===== src/rtl/uart_rx_ctrl_pkg.sv =====
// Shared types and constants for the UART receive controller, its FIFO and receiver core.
package uart_rx_ctrl_pkg;

    localparam int DATA_W = 8;

    typedef enum logic [1:0] {
        OFF   = 2'd0,
        ARMED = 2'd1,
        RUN   = 2'd2
    } ctrl_state_e;

    typedef enum logic [2:0] {
        C_IDLE   = 3'd0,
        C_START  = 3'd1,
        C_DATA   = 3'd2,
        C_STOP   = 3'd3,
        C_WAITHI = 3'd4
    } core_state_e;

endpackage


===== src/rtl/UartRxEn.sv =====
// Oversampling 8N1 receiver core; advances only on en_i ticks, reports each frame with done_o (+err_o on bad stop).
module UartRxEn
    import uart_rx_ctrl_pkg::*;
#(
    parameter int Oversample = 16
) (
    input  logic              clk_i,
    input  logic              rstn_i,
    input  logic              en_i,
    input  logic              rx_i,
    output logic [DATA_W-1:0] data_o,
    output logic              done_o,
    output logic              err_o
);

    localparam int CntW = $clog2(Oversample);

    core_state_e       st_q;
    logic [CntW-1:0]   cnt_q;
    logic [2:0]        bit_idx_q;
    logic [DATA_W-1:0] shift_q;
    logic              done_q;
    logic              err_q;

    always_ff @(posedge clk_i or negedge rstn_i) begin
        if (!rstn_i) begin
            st_q      <= C_IDLE;
            cnt_q     <= '0;
            bit_idx_q <= '0;
            shift_q   <= '0;
            done_q    <= 1'b0;
            err_q     <= 1'b0;
        end else begin
            done_q <= 1'b0;
            err_q  <= 1'b0;
            if (en_i) begin
                unique case (st_q)
                    C_IDLE: begin
                        if (!rx_i) begin
                            st_q  <= C_START;
                            cnt_q <= '0;
                        end
                    end
                    // Re-check the start bit at its midpoint to reject glitches.
                    C_START: begin
                        if (cnt_q == CntW'(Oversample / 2 - 1)) begin
                            cnt_q     <= '0;
                            bit_idx_q <= '0;
                            st_q      <= rx_i ? C_IDLE : C_DATA;
                        end else begin
                            cnt_q <= cnt_q + CntW'(1);
                        end
                    end
                    C_DATA: begin
                        if (cnt_q == CntW'(Oversample - 1)) begin
                            cnt_q   <= '0;
                            shift_q <= {rx_i, shift_q[DATA_W-1:1]};
                            if (bit_idx_q == 3'd7) begin
                                st_q <= C_STOP;
                            end else begin
                                bit_idx_q <= bit_idx_q + 3'd1;
                            end
                        end else begin
                            cnt_q <= cnt_q + CntW'(1);
                        end
                    end
                    C_STOP: begin
                        if (cnt_q == CntW'(Oversample - 1)) begin
                            cnt_q  <= '0;
                            done_q <= 1'b1;
                            err_q  <= !rx_i;
                            st_q   <= rx_i ? C_IDLE : C_WAITHI;
                        end else begin
                            cnt_q <= cnt_q + CntW'(1);
                        end
                    end
                    // A low stop bit may be a break; wait for the line to return high.
                    C_WAITHI: begin
                        if (rx_i) begin
                            st_q <= C_IDLE;
                        end
                    end
                    default: st_q <= C_IDLE;
                endcase
            end
        end
    end

    assign data_o = shift_q;
    assign done_o = done_q;
    assign err_o  = err_q;

endmodule


===== src/rtl/uart_rx_fifo.sv =====
// First-word-fall-through receive FIFO; reports a dropped push when full without a simultaneous pop.
module uart_rx_fifo
    import uart_rx_ctrl_pkg::*;
#(
    parameter int Depth = 4
) (
    input  logic                         clk_i,
    input  logic                         rst_i,
    input  logic                         push_i,
    input  logic [DATA_W-1:0]            push_data_i,
    input  logic                         pop_i,
    output logic [DATA_W-1:0]            data_o,
    output logic                         valid_o,
    output logic [$clog2(Depth+1)-1:0]   count_o,
    output logic                         drop_o
);

    localparam int PtrW = $clog2(Depth);
    localparam int CntW = $clog2(Depth + 1);

    logic [DATA_W-1:0] mem_q [Depth];
    logic [PtrW-1:0]   wr_ptr_q, wr_ptr_d;
    logic [PtrW-1:0]   rd_ptr_q, rd_ptr_d;
    logic [CntW-1:0]   count_q, count_d;
    logic              empty, full, do_push, do_pop;

    assign empty   = (count_q == '0);
    assign full    = (count_q == CntW'(Depth));
    assign do_pop  = pop_i && !empty;
    // When full, a same-cycle pop frees the slot the write lands in.
    assign do_push = push_i && (!full || do_pop);
    assign drop_o  = push_i && full && !do_pop;

    always_comb begin
        wr_ptr_d = wr_ptr_q;
        rd_ptr_d = rd_ptr_q;
        count_d  = count_q;
        if (do_push) begin
            wr_ptr_d = wr_ptr_q + PtrW'(1);
        end
        if (do_pop) begin
            rd_ptr_d = rd_ptr_q + PtrW'(1);
        end
        if (do_push && !do_pop) begin
            count_d = count_q + CntW'(1);
        end else if (do_pop && !do_push) begin
            count_d = count_q - CntW'(1);
        end
    end

    always_ff @(posedge clk_i or posedge rst_i) begin
        if (rst_i) begin
            wr_ptr_q <= '0;
            rd_ptr_q <= '0;
            count_q  <= '0;
        end else begin
            wr_ptr_q <= wr_ptr_d;
            rd_ptr_q <= rd_ptr_d;
            count_q  <= count_d;
        end
    end

    always_ff @(posedge clk_i) begin
        if (do_push) begin
            mem_q[wr_ptr_q] <= push_data_i;
        end
    end

    assign data_o  = empty ? '0 : mem_q[rd_ptr_q];
    assign valid_o = !empty;
    assign count_o = count_q;

endmodule


===== src/rtl/uart_rx_ctrl.sv =====
// UART receive controller: baud tick generator, OFF/ARMED/RUN sequencing, receiver core wrapper and
// buffered output with sticky overrun/frame-error flags. The serial line is assumed already synchronous to clk.
module uart_rx_ctrl
    import uart_rx_ctrl_pkg::*;
#(
    parameter int Oversample = 16,
    parameter int FifoDepth  = 4,
    parameter int DivWidth   = 16
) (
    input  logic                             clk,
    input  logic                             reset,
    input  logic                             enable,
    input  logic [DivWidth-1:0]              divisor,
    input  logic                             in,
    output logic [DATA_W-1:0]                data,
    output logic                             valid,
    input  logic                             ready,
    output logic [$clog2(FifoDepth+1)-1:0]   count,
    output logic                             overrun,
    output logic                             frameErr,
    input  logic                             clearErr
);

    localparam int IdleW = $clog2(Oversample + 1);

    ctrl_state_e       state_q;
    logic [IdleW-1:0]  idle_cnt_q;
    logic              core_rstn_q;
    logic [DivWidth-1:0] tick_cnt_q, tick_cnt_d;
    logic              tick;
    logic              core_en, core_done, core_err;
    logic [DATA_W-1:0] core_data;
    logic              push_pending_q, push_pending_d;
    logic [DATA_W-1:0] push_data_q, push_data_d;
    logic              overrun_q, overrun_d;
    logic              frame_err_q, frame_err_d;
    logic              fifo_drop;

    // Core reset is registered alongside the state so it is low exactly while state_q is OFF.
    always_ff @(posedge clk or posedge reset) begin
        if (reset) begin
            state_q     <= OFF;
            idle_cnt_q  <= '0;
            core_rstn_q <= 1'b0;
        end else if (!enable) begin
            state_q     <= OFF;
            idle_cnt_q  <= '0;
            core_rstn_q <= 1'b0;
        end else begin
            unique case (state_q)
                OFF: begin
                    state_q     <= ARMED;
                    idle_cnt_q  <= '0;
                    core_rstn_q <= 1'b1;
                end
                ARMED: begin
                    if (tick) begin
                        if (!in) begin
                            idle_cnt_q <= '0;
                        end else if (idle_cnt_q == IdleW'(Oversample - 1)) begin
                            state_q    <= RUN;
                            idle_cnt_q <= '0;
                        end else begin
                            idle_cnt_q <= idle_cnt_q + IdleW'(1);
                        end
                    end
                end
                RUN: begin
                end
                default: state_q <= OFF;
            endcase
        end
    end

    assign tick    = (state_q != OFF) && (tick_cnt_q == '0);
    assign core_en = tick && (state_q == RUN);

    always_comb begin
        tick_cnt_d = tick_cnt_q;
        if (state_q == OFF || tick_cnt_q == '0) begin
            tick_cnt_d = divisor;
        end else begin
            tick_cnt_d = tick_cnt_q - DivWidth'(1);
        end

        push_pending_d = core_done && !core_err;
        push_data_d    = core_done ? core_data : push_data_q;

        // Set events win over a coincident clear.
        overrun_d   = fifo_drop ? 1'b1 : (clearErr ? 1'b0 : overrun_q);
        frame_err_d = core_err  ? 1'b1 : (clearErr ? 1'b0 : frame_err_q);
    end

    always_ff @(posedge clk or posedge reset) begin
        if (reset) begin
            tick_cnt_q     <= '0;
            push_pending_q <= 1'b0;
            overrun_q      <= 1'b0;
            frame_err_q    <= 1'b0;
        end else begin
            tick_cnt_q     <= tick_cnt_d;
            push_pending_q <= push_pending_d;
            overrun_q      <= overrun_d;
            frame_err_q    <= frame_err_d;
        end
    end

    always_ff @(posedge clk) begin
        push_data_q <= push_data_d;
    end

    UartRxEn #(
        .Oversample (Oversample)
    ) u_core (
        .clk_i  (clk),
        .rstn_i (core_rstn_q),
        .en_i   (core_en),
        .rx_i   (in),
        .data_o (core_data),
        .done_o (core_done),
        .err_o  (core_err)
    );

    uart_rx_fifo #(
        .Depth (FifoDepth)
    ) u_fifo (
        .clk_i       (clk),
        .rst_i       (reset),
        .push_i      (push_pending_q),
        .push_data_i (push_data_q),
        .pop_i       (ready),
        .data_o      (data),
        .valid_o     (valid),
        .count_o     (count),
        .drop_o      (fifo_drop)
    );

    assign overrun  = overrun_q;
    assign frameErr = frame_err_q;

endmodule


===== config.mk =====
export PLATFORM = sky130hd
export DESIGN_NAME = uart_rx_ctrl
export DESIGN_NICKNAME = d
export VERILOG_FILES = /design/src/rtl/uart_rx_ctrl_pkg.sv /design/src/rtl/UartRxEn.sv /design/src/rtl/uart_rx_fifo.sv /design/src/rtl/uart_rx_ctrl.sv
export SDC_FILE = /design/constraint.sdc
export NUM_CORES = 1
export LEC_CHECK = 0
export BUFFER_PORTS_ARGS = -buffer_cell sky130_fd_sc_hd__buf_2
export CAP_MARGIN = 20
export CELL_PAD_IN_SITES_DETAIL_PLACEMENT = 0
export CELL_PAD_IN_SITES_GLOBAL_PLACEMENT = 1
export CORE_ASPECT_RATIO = 1.25
export CORE_MARGIN = 2
export CORE_UTILIZATION = 50
export CTS_BUF_LIST = sky130_fd_sc_hd__clkbuf_8
export CTS_CLUSTER_SIZE = 10
export DETAILED_ROUTE_END_ITERATION = 8
export HOLD_SLACK_MARGIN = 0.15
export PLACE_DENSITY_LB_ADDON = 0.1
export RECOVER_POWER = 50
export SYNTH_ARGS = -nofsm -noshare
export SYNTH_HDL_FRONTEND = slang
export SYNTH_SLANG_ARGS = --single-unit
export TNS_END_PERCENT = 10

===== constraint.sdc =====
create_clock -name clk -period 2.85 [get_ports clk]
set_input_delay 0.285 -clock clk [delete_from_list [all_inputs] [get_ports clk]]
set_output_delay 0.285 -clock clk [all_outputs]
set_load 0.005 [all_outputs]

==> results of run 1 <==
final cells by class:
cell class                      instances  area [um2]  share of cell area (%)
Multi-Input combinational cell        201        1718                   34.29
Timing Repair Buffer                   56       360.3                   7.193
Clock inverter                          7       56.30                   1.124
Clock buffer                            9       123.9                   2.473
Tap cell                              120       150.1                   2.997
Sequential cell                        94        2552                   50.95
Inverter                               13       48.80                  0.9740
cells in the final DEF (no fill, tap or decap), types with 9 or more instances in the layout:
master and count:
clkbuf_8 9, buf_2 33, and2_1 14, nand2_1 12, ha_1 11, dlygate4sd3_1 15, nand3_1 9, edfxtp_1 40
dfrtp_1 54, mux2_2 19, inv_1 14, xnor2_1 12, nor2_1 15
cell usage after synthesis (3+ instances only):
cell type	n	area, um2
a22o_1	4	35.03
and2_1	14	87.58
and3_1	4	25.02
clkbuf_1	7	26.28
dfrtp_1	54	1351
edfxtp_1	40	1201
ha_1	11	137.6
inv_1	13	48.80
mux2_1	8	90.09
mux2_2	19	214.0
mux2i_1	3	30.03
mux4_2	8	180.2
nand2_1	12	45.04
nand2b_1	6	37.54
nand3_1	9	45.04
nand4_1	4	25.02
nor2_1	15	56.30
nor2b_1	5	31.28
nor3_1	5	25.02
o21ai_0	5	25.02
o31ai_1	5	37.54
xnor2_1	12	105.1
xor2_1	7	61.31
worst max-delay path, delay by kind of cell, from the launching register on:
| family | cells | cell delay, ns |
|---|---|---|
| xor+xnor | 2 | 0.30 |
| fa+ha+maj | 2 | 0.56 |
| buf+inv | 1 | 0.06 |
| flops | 1 | 0.43 |
| simple gates | 3 | 0.82 |
timing repair:
item                                   4_1_cts  5_1_grt
setup buffers                                0        0
hold buffers                                15        0
setup endpoints to repair                    0        0
endpoints found under the hold margin       35        0
state kept, by name, summed over array words and instances, names as in the netlist, 2 cells and up:
| register | cells |
|---|---|
| idle_cnt_q | 5 |
| push_data_q | 8 |
| state_q | 2 |
| tick_cnt_q | 16 |
| u_core.bit_idx_q | 3 |
| u_core.cnt_q | 4 |
| u_core.data_o | 8 |
| u_core.st_q | 3 |
| u_fifo.count_o | 3 |
| u_fifo.mem_q | 32 |
| u_fifo.rd_ptr_q | 2 |
| u_fifo.wr_ptr_q | 2 |
per-stage QoR:
step	cell area, um2	utilization (%)	power [mW]	worst slack [ns]
detailed placement	4690	54.49	1.678	0.5813
global placement	4690	54.49	1.673	0.6402
CTS	5020	58.33	2.516	0.5363
global route	5010	58.21	2.586	0.4467
finish	5010	58.21	2.472	0.6130
floorplan	4374	-	1.622	0.7669
layer usage:
metal,vias up,part of all wire (%)
met2,31,55
met3,7,2.1
met4,0,1.3
li1,1286,-
met5,-,0
met1,1270,41
kinds of logic after synthesis:
| group | Yosys count | share of synthesized area (%) |
|---|---|---|
| simple gates | 100 | 14.67 |
| fa+ha+maj | 12 | 3.604 |
| flops | 94 | 58.35 |
| buf+inv | 24 | 2.374 |
| xor+xnor | 19 | 3.804 |
| compound gates | 32 | 5.435 |
| mux | 38 | 11.76 |
power by group through the flow:
stage	clock network, mW	logic, mW	registers, mW
floorplan	0	0.115	1.51
global placement	0	0.162	1.51
detailed placement	0	0.164	1.51
CTS	0.849	0.184	1.48
global route	0.894	0.201	1.49
finish	0.811	0.179	1.48
worst max path at each step:
stage / from / to / slack [ns] / depth (start not counted)
floorplan: u_fifo.count_o[0]$_DFFE_PP0P_ / u_fifo.count_o[1]$_DFFE_PP0P_ / 0.77 / 7
global placement: u_fifo.count_o[0]$_DFFE_PP0P_ / u_fifo.count_o[2]$_DFFE_PP0P_ / 0.64 / 8
detailed placement: u_fifo.count_o[1]$_DFFE_PP0P_ / u_fifo.count_o[2]$_DFFE_PP0P_ / 0.58 / 8
CTS: u_fifo.rd_ptr_q[0]$_DFFE_PP0N_ / data[2] / 0.54 / 3
global route: u_fifo.count_o[0]$_DFFE_PP0P_ / u_fifo.count_o[1]$_DFFE_PP0P_ / 0.45 / 6
finish: u_fifo.count_o[1]$_DFFE_PP0P_ / u_fifo.count_o[2]$_DFFE_PP0P_ / 0.61 / 8
==> flow_summary.yaml, run 1 <==
run_status:
  outcome: "finished clean"
floorplanning:
  io_pins: 36
  initial_utilization_pct: 50.83
  die_y_um: 108.6
  die_x_um: 87.66
  dieArea_um2: 9518
  fp.coreArea_um2: 8606
  row_count: 38
synthesis:
  synthCells: 319
  synth_seq_area_share_pct: 58.35
  ys_ff_latch: 94
  yosys_warnings: 0
  synth_area_per_cell_um2: 13.71
  syn_area_um2: 4374
  synth.net_count: 353
  synth_edf_count: 40
  yosys_most_used_dff: "dfrtp_1"
  yosysUniqueCellTypes: 61
  async_flop_share_pct: 57.45
pwr:
  swShare_pct: 24.81
  leakage_nw: 1.970
  seqPwrFrac_pct: 60.0
  p_comb_share_pct: 7.2
  p_int_mw: 1.859
  switchingPower_uw: 613.3
  p_per_area_nw_per_um2: 493.5
  p_clk_share_pct: 32.8
  ir_worst_vdd_mv: 0.2135
grt:
  grt_max_degree: 18
  antenna_found_initial: 0
  gr-usage-met2_pct: 31.06
  grt_pass1_vias: 2684
  gr-max-usage-layer: "met2"
  grt_pass1_wl_mm: 12.65
  use_met3_pct: 2.824
  overflow: 0
  use_met1_pct: 20.90
  grt_usage_pct: 17.72
drt:
  avgRoutedWirePerCell_um: 15.12
  dr.pass1.iters: 4
  drtAntennaViolNets: 0
  drtIter0Drc: 106
  dr_total_vias: 2594
  wl_mm: 7.560
  avgViaCountPerCell: 5.188
  drc: 0
setup_path:
  critPathMaxStageDelay_ns: 0.54
  reg2reg_from: "u_fifo.count_o[1]$_DFFE_PP0P_"
  crit_fanout: 11
  cp_common_cell: "xor2_1"
  endpoint_kind: "flip-flop"
  r2r-end: "u_fifo.count_o[2]$_DFFE_PP0P_"
  cp_data_arrival_time_ns: 2.52
  path_class: "flip-flop to flip-flop"
  start_kind: "flip-flop"
  crit_chain: "or3_1 > nand2_1 > ha_1 > inv_1 > fa_1 > xor2_1 > nor2_1 > xor2_1"
  cpMaxStageDelayCell: "or3_1"
  reg2reg_depth: 8
  cp.required_ns: 3.13
  regToRegSetupSlack_ns: 0.61
finish:
  fin_cells: 500
  nets: 409
  nFillCells: 749
  syn_to_final_growth_pct: 14.53
  drive_gt1_share_pct: 23.95
  num_antenna_cells: 0
clock_tree:
  cts.sinks: 94
  cts.root.buffer_cell: "clkbuf_8"
  cts_tree: "built"
  cts_resized: 0
  clk_pin_slew_ns: 0.09
  clk_latency_ns: 0.36
  cts_max_path_buffers: 2
  cts_made_buffers: 9
  h-tree-depth: 3
timing:
  holdWs_ns: 0.1668
  rsz0062_at_grt: "false"
  fmax_mhz: 447.0
  finalSetupViolations: 0
  hold_viol: 0
  skew_ns: 0.01049
  finalCritPeriodShare_pct: 78.49
  worst_pin_slew_ns: 0.7745
  maxSlewHeadroom_pct: 48.36
  tns_ns: 0
  drv_slew: 0
  fin_crit_ns: 2.237
min_path:
  hold_path.startpoint: "divisor[12]"
  holdPathStages: 3
  min_path_type: "input port to flip-flop"
  min_to: "tick_cnt_q[12]$_DFF_PP0_"
placement:
  placed_cells: 469
  detailed_place_hpwl_mm: 5.537
  gp_congestion: 0.7793
  placement.io_buffers: 35
run:
  cap_violations: 0
Power figures use the tool's default switching activity.
==> inputs of run 2 (changes only) <==
CORE_UTILIZATION = 46   (was 50)
clock period = 1.95 ns   (was 2.85 ns; I/O delays follow)
==> run 2 against run 1 <==
- the run now ends with setup timing left
- clock skew decreased by 0.00091 ns
- fmax increased by 4.8%
- critical path depth decreased by 2
- hold slack improved by 0.016 ns
- total power increased by 54%
- combinational power increased by 110%
- setup slack got worse by 0.80 ns
- cell area increased by 8.9%
- via count increased by 7.4%
- die area increased by 8.3%
- critical path type unchanged
- critical endpoint is now u_core.bit_idx_q[0]$_DFFE_PN0P_
==> flow_summary.yaml, run 2 (same netlist as run 1, synthesis figures left out) <==
run_status:
  outcome: "finished with violations"
  violations: "setup timing"
grt:
  overflow: 0
  antenna_found_initial: 0
  grt_max_degree: 35
  grt_usage_pct: 16.40
  grt_pass1_vias: 2839
  grt_pass1_wl_mm: 13.24
floorplanning:
  row_count: 39
  initial_utilization_pct: 47.68
  die_x_um: 91.22
  fp.coreArea_um2: 9174
  die_y_um: 113.0
  dieArea_um2: 10310
  io_pins: 36
clock_tree:
  cts_tree: "built"
  cts.sinks: 94
  h-tree-depth: 3
  clk_pin_slew_ns: 0.09
  cts_made_buffers: 9
  cts.root.buffer_cell: "clkbuf_8"
  cts_max_path_buffers: 2
  clk_latency_ns: 0.36
finish:
  largest_register: "u_fifo.mem_q"
  nFillCells: 811
  final_common_cell: "dfrtp_1"
  drive_gt1_share_pct: 34.28
  top_regs: "u_fifo.mem_q: 32 flops, tick_cnt_q: 16 flops"
  layout_common_cells: "dfrtp_1 (54), buf_4 (40), edfxtp_1 (40), buf_2 (35), dlygate4sd3_1 (20)"
  syn_to_final_growth_pct: 24.77
  num_antenna_cells: 0
  largest_reg_flops: 32
  nets: 452
timing:
  skew_ns: 0.009585
  fin_crit_ns: 2.135
  drv_slew: 0
  worst_pin_slew_ns: 1.136
  finalSetupViolations: 16
  maxSlewHeadroom_pct: 24.27
  holdWs_ns: 0.1823
  worst_slack_ns: -0.1846
  fmax_mhz: 468.5
  hold_viol: 0
  finalCritPeriodShare_pct: 109.5
  rsz0062_at_grt: "true"
drt:
  dr_total_vias: 2785
  drtAntennaViolNets: 0
  drc: 0
  avgViaCountPerCell: 5.101
  drtIter0Drc: 86
  wl_mm: 7.845
  avgRoutedWirePerCell_um: 14.37
  dr.pass1.iters: 4
min_path:
  min_path_type: "input port to flip-flop"
  hold_path.startpoint: "in"
setup_path:
  path_buf_inv: 1
  cp.required_ns: 2.19
  crit_chain: "inv_2 > ha_4 > or3b_4 > or3_4 > nor4_4 > mux2_2"
  cp_data_arrival_time_ns: 2.37
  critPathLaunch: "tick_cnt_q[0]$_DFF_PP0_"
  start_kind: "flip-flop"
  crit_fanout: 4
  path_class: "flip-flop to flip-flop"
  cpMaxStageDelayCell: "or3_4"
  reg2reg_from: "tick_cnt_q[0]$_DFF_PP0_"
  endpoint_kind: "flip-flop"
  path_delay_family: "simple AND/OR/NAND/NOR gates"
  critPathMaxStageDelay_ns: 0.41
pwr:
  ir_worst_vdd_mv: 0.3640
  leakage_nw: 2.208
  p_per_area_nw_per_um2: 696.4
placement:
  detailed_place_hpwl_mm: 5.602
  preCtsSetupSlack_ns: -0.1716
  gp_congestion: 0.7792
  placement.io_buffers: 35
run:
  cap_violations: 0
run 2: cell count changes in the layout (fill, tap and decap cells not counted), sizes merged:
cell | before | now
dlygate4sd3 | 15 | 20
clkinvlp | 2 | 1
buf | 37 | 77
bufinv | 0 | 1
clkbuf | 13 | 11
clkinv | 0 | 4
inv | 18 | 14
run 2: per-stage QoR:
step                cells  power, mW  instance area (um2)  utilization, %  TNS (ns)
finish                546      3.801                 5458           59.49    -1.199
global route          546      3.996                 5458           59.49    -2.409
CTS                   544      3.840                 5384           58.69    -1.616
detailed placement    508      2.525                 4982           54.31    -1.367
global placement      508      2.518                 4982           54.31   -0.8916
floorplan             319      2.370                 4380               -   -0.3603
run 2: layer usage:
layer	part of all wire (%)	track usage, %
met5	0	0
met4	1.8	6.061
met3	2.7	3.728
met2	52	28.89
met1	43	19.69
run 2: worst paths after layout:
kind,endpoint,slack (ns),cells after the start
worst max-delay path,u_core.bit_idx_q[0]$_DFFE_PN0P_,-0.18,6
worst min-delay path,u_core.err_o$_DFF_PN0_,0.18,2
worst max register to register,u_core.bit_idx_q[0]$_DFFE_PN0P_,-0.18,6
worst min register to register,push_data_q[0]$_DFFE_PP_,0.46,0
max in group asynchronous,u_core.cnt_q[0]$_DFFE_PN0P_,0.70,1
min in group asynchronous,u_core.data_o[5]$_DFFE_PN0P_,0.56,1
run 2: worst reg2reg max path, delay by kind of cell, from the launching register on:
kind	cells	cell delay, ns
multiplexers	1	0.38
adder cells (fa/ha/maj)	1	0.12
buffers and inverters	1	0.09
AND/OR/NAND/NOR	3	1.03
flip-flops	1	0.40
run 2: power breakdown:
part	switching (mW)	total [mW]	internal (mW)
Clock	0.677	1.27	0.595
Combinational	0.170	0.382	0.212
Sequential	0.0461	2.15	2.10
Total	0.894	3.80	2.91
run 2: cell type report:
| type | count | area [um2] | share of cell area, % |
|---|---|---|---|
| Timing Repair Buffer | 99 | 719.4 | 13.18 |
| Multi-Input combinational cell | 201 | 1787 | 32.74 |
| Clock inverter | 7 | 72.57 | 1.330 |
| Sequential cell | 94 | 2552 | 46.77 |
| Clock buffer | 9 | 123.9 | 2.270 |
| Inverter | 13 | 48.80 | 0.8941 |
| Tap cell | 123 | 153.9 | 2.820 |
run 2: what timing repair did:
item                                   CTS  global route
hold buffers                            20             0
gates resized for setup                  3            16
pin swaps                                1             1
setup endpoints to repair               19            38
buffers inserted                         0             2
endpoints found under the hold margin   55             0
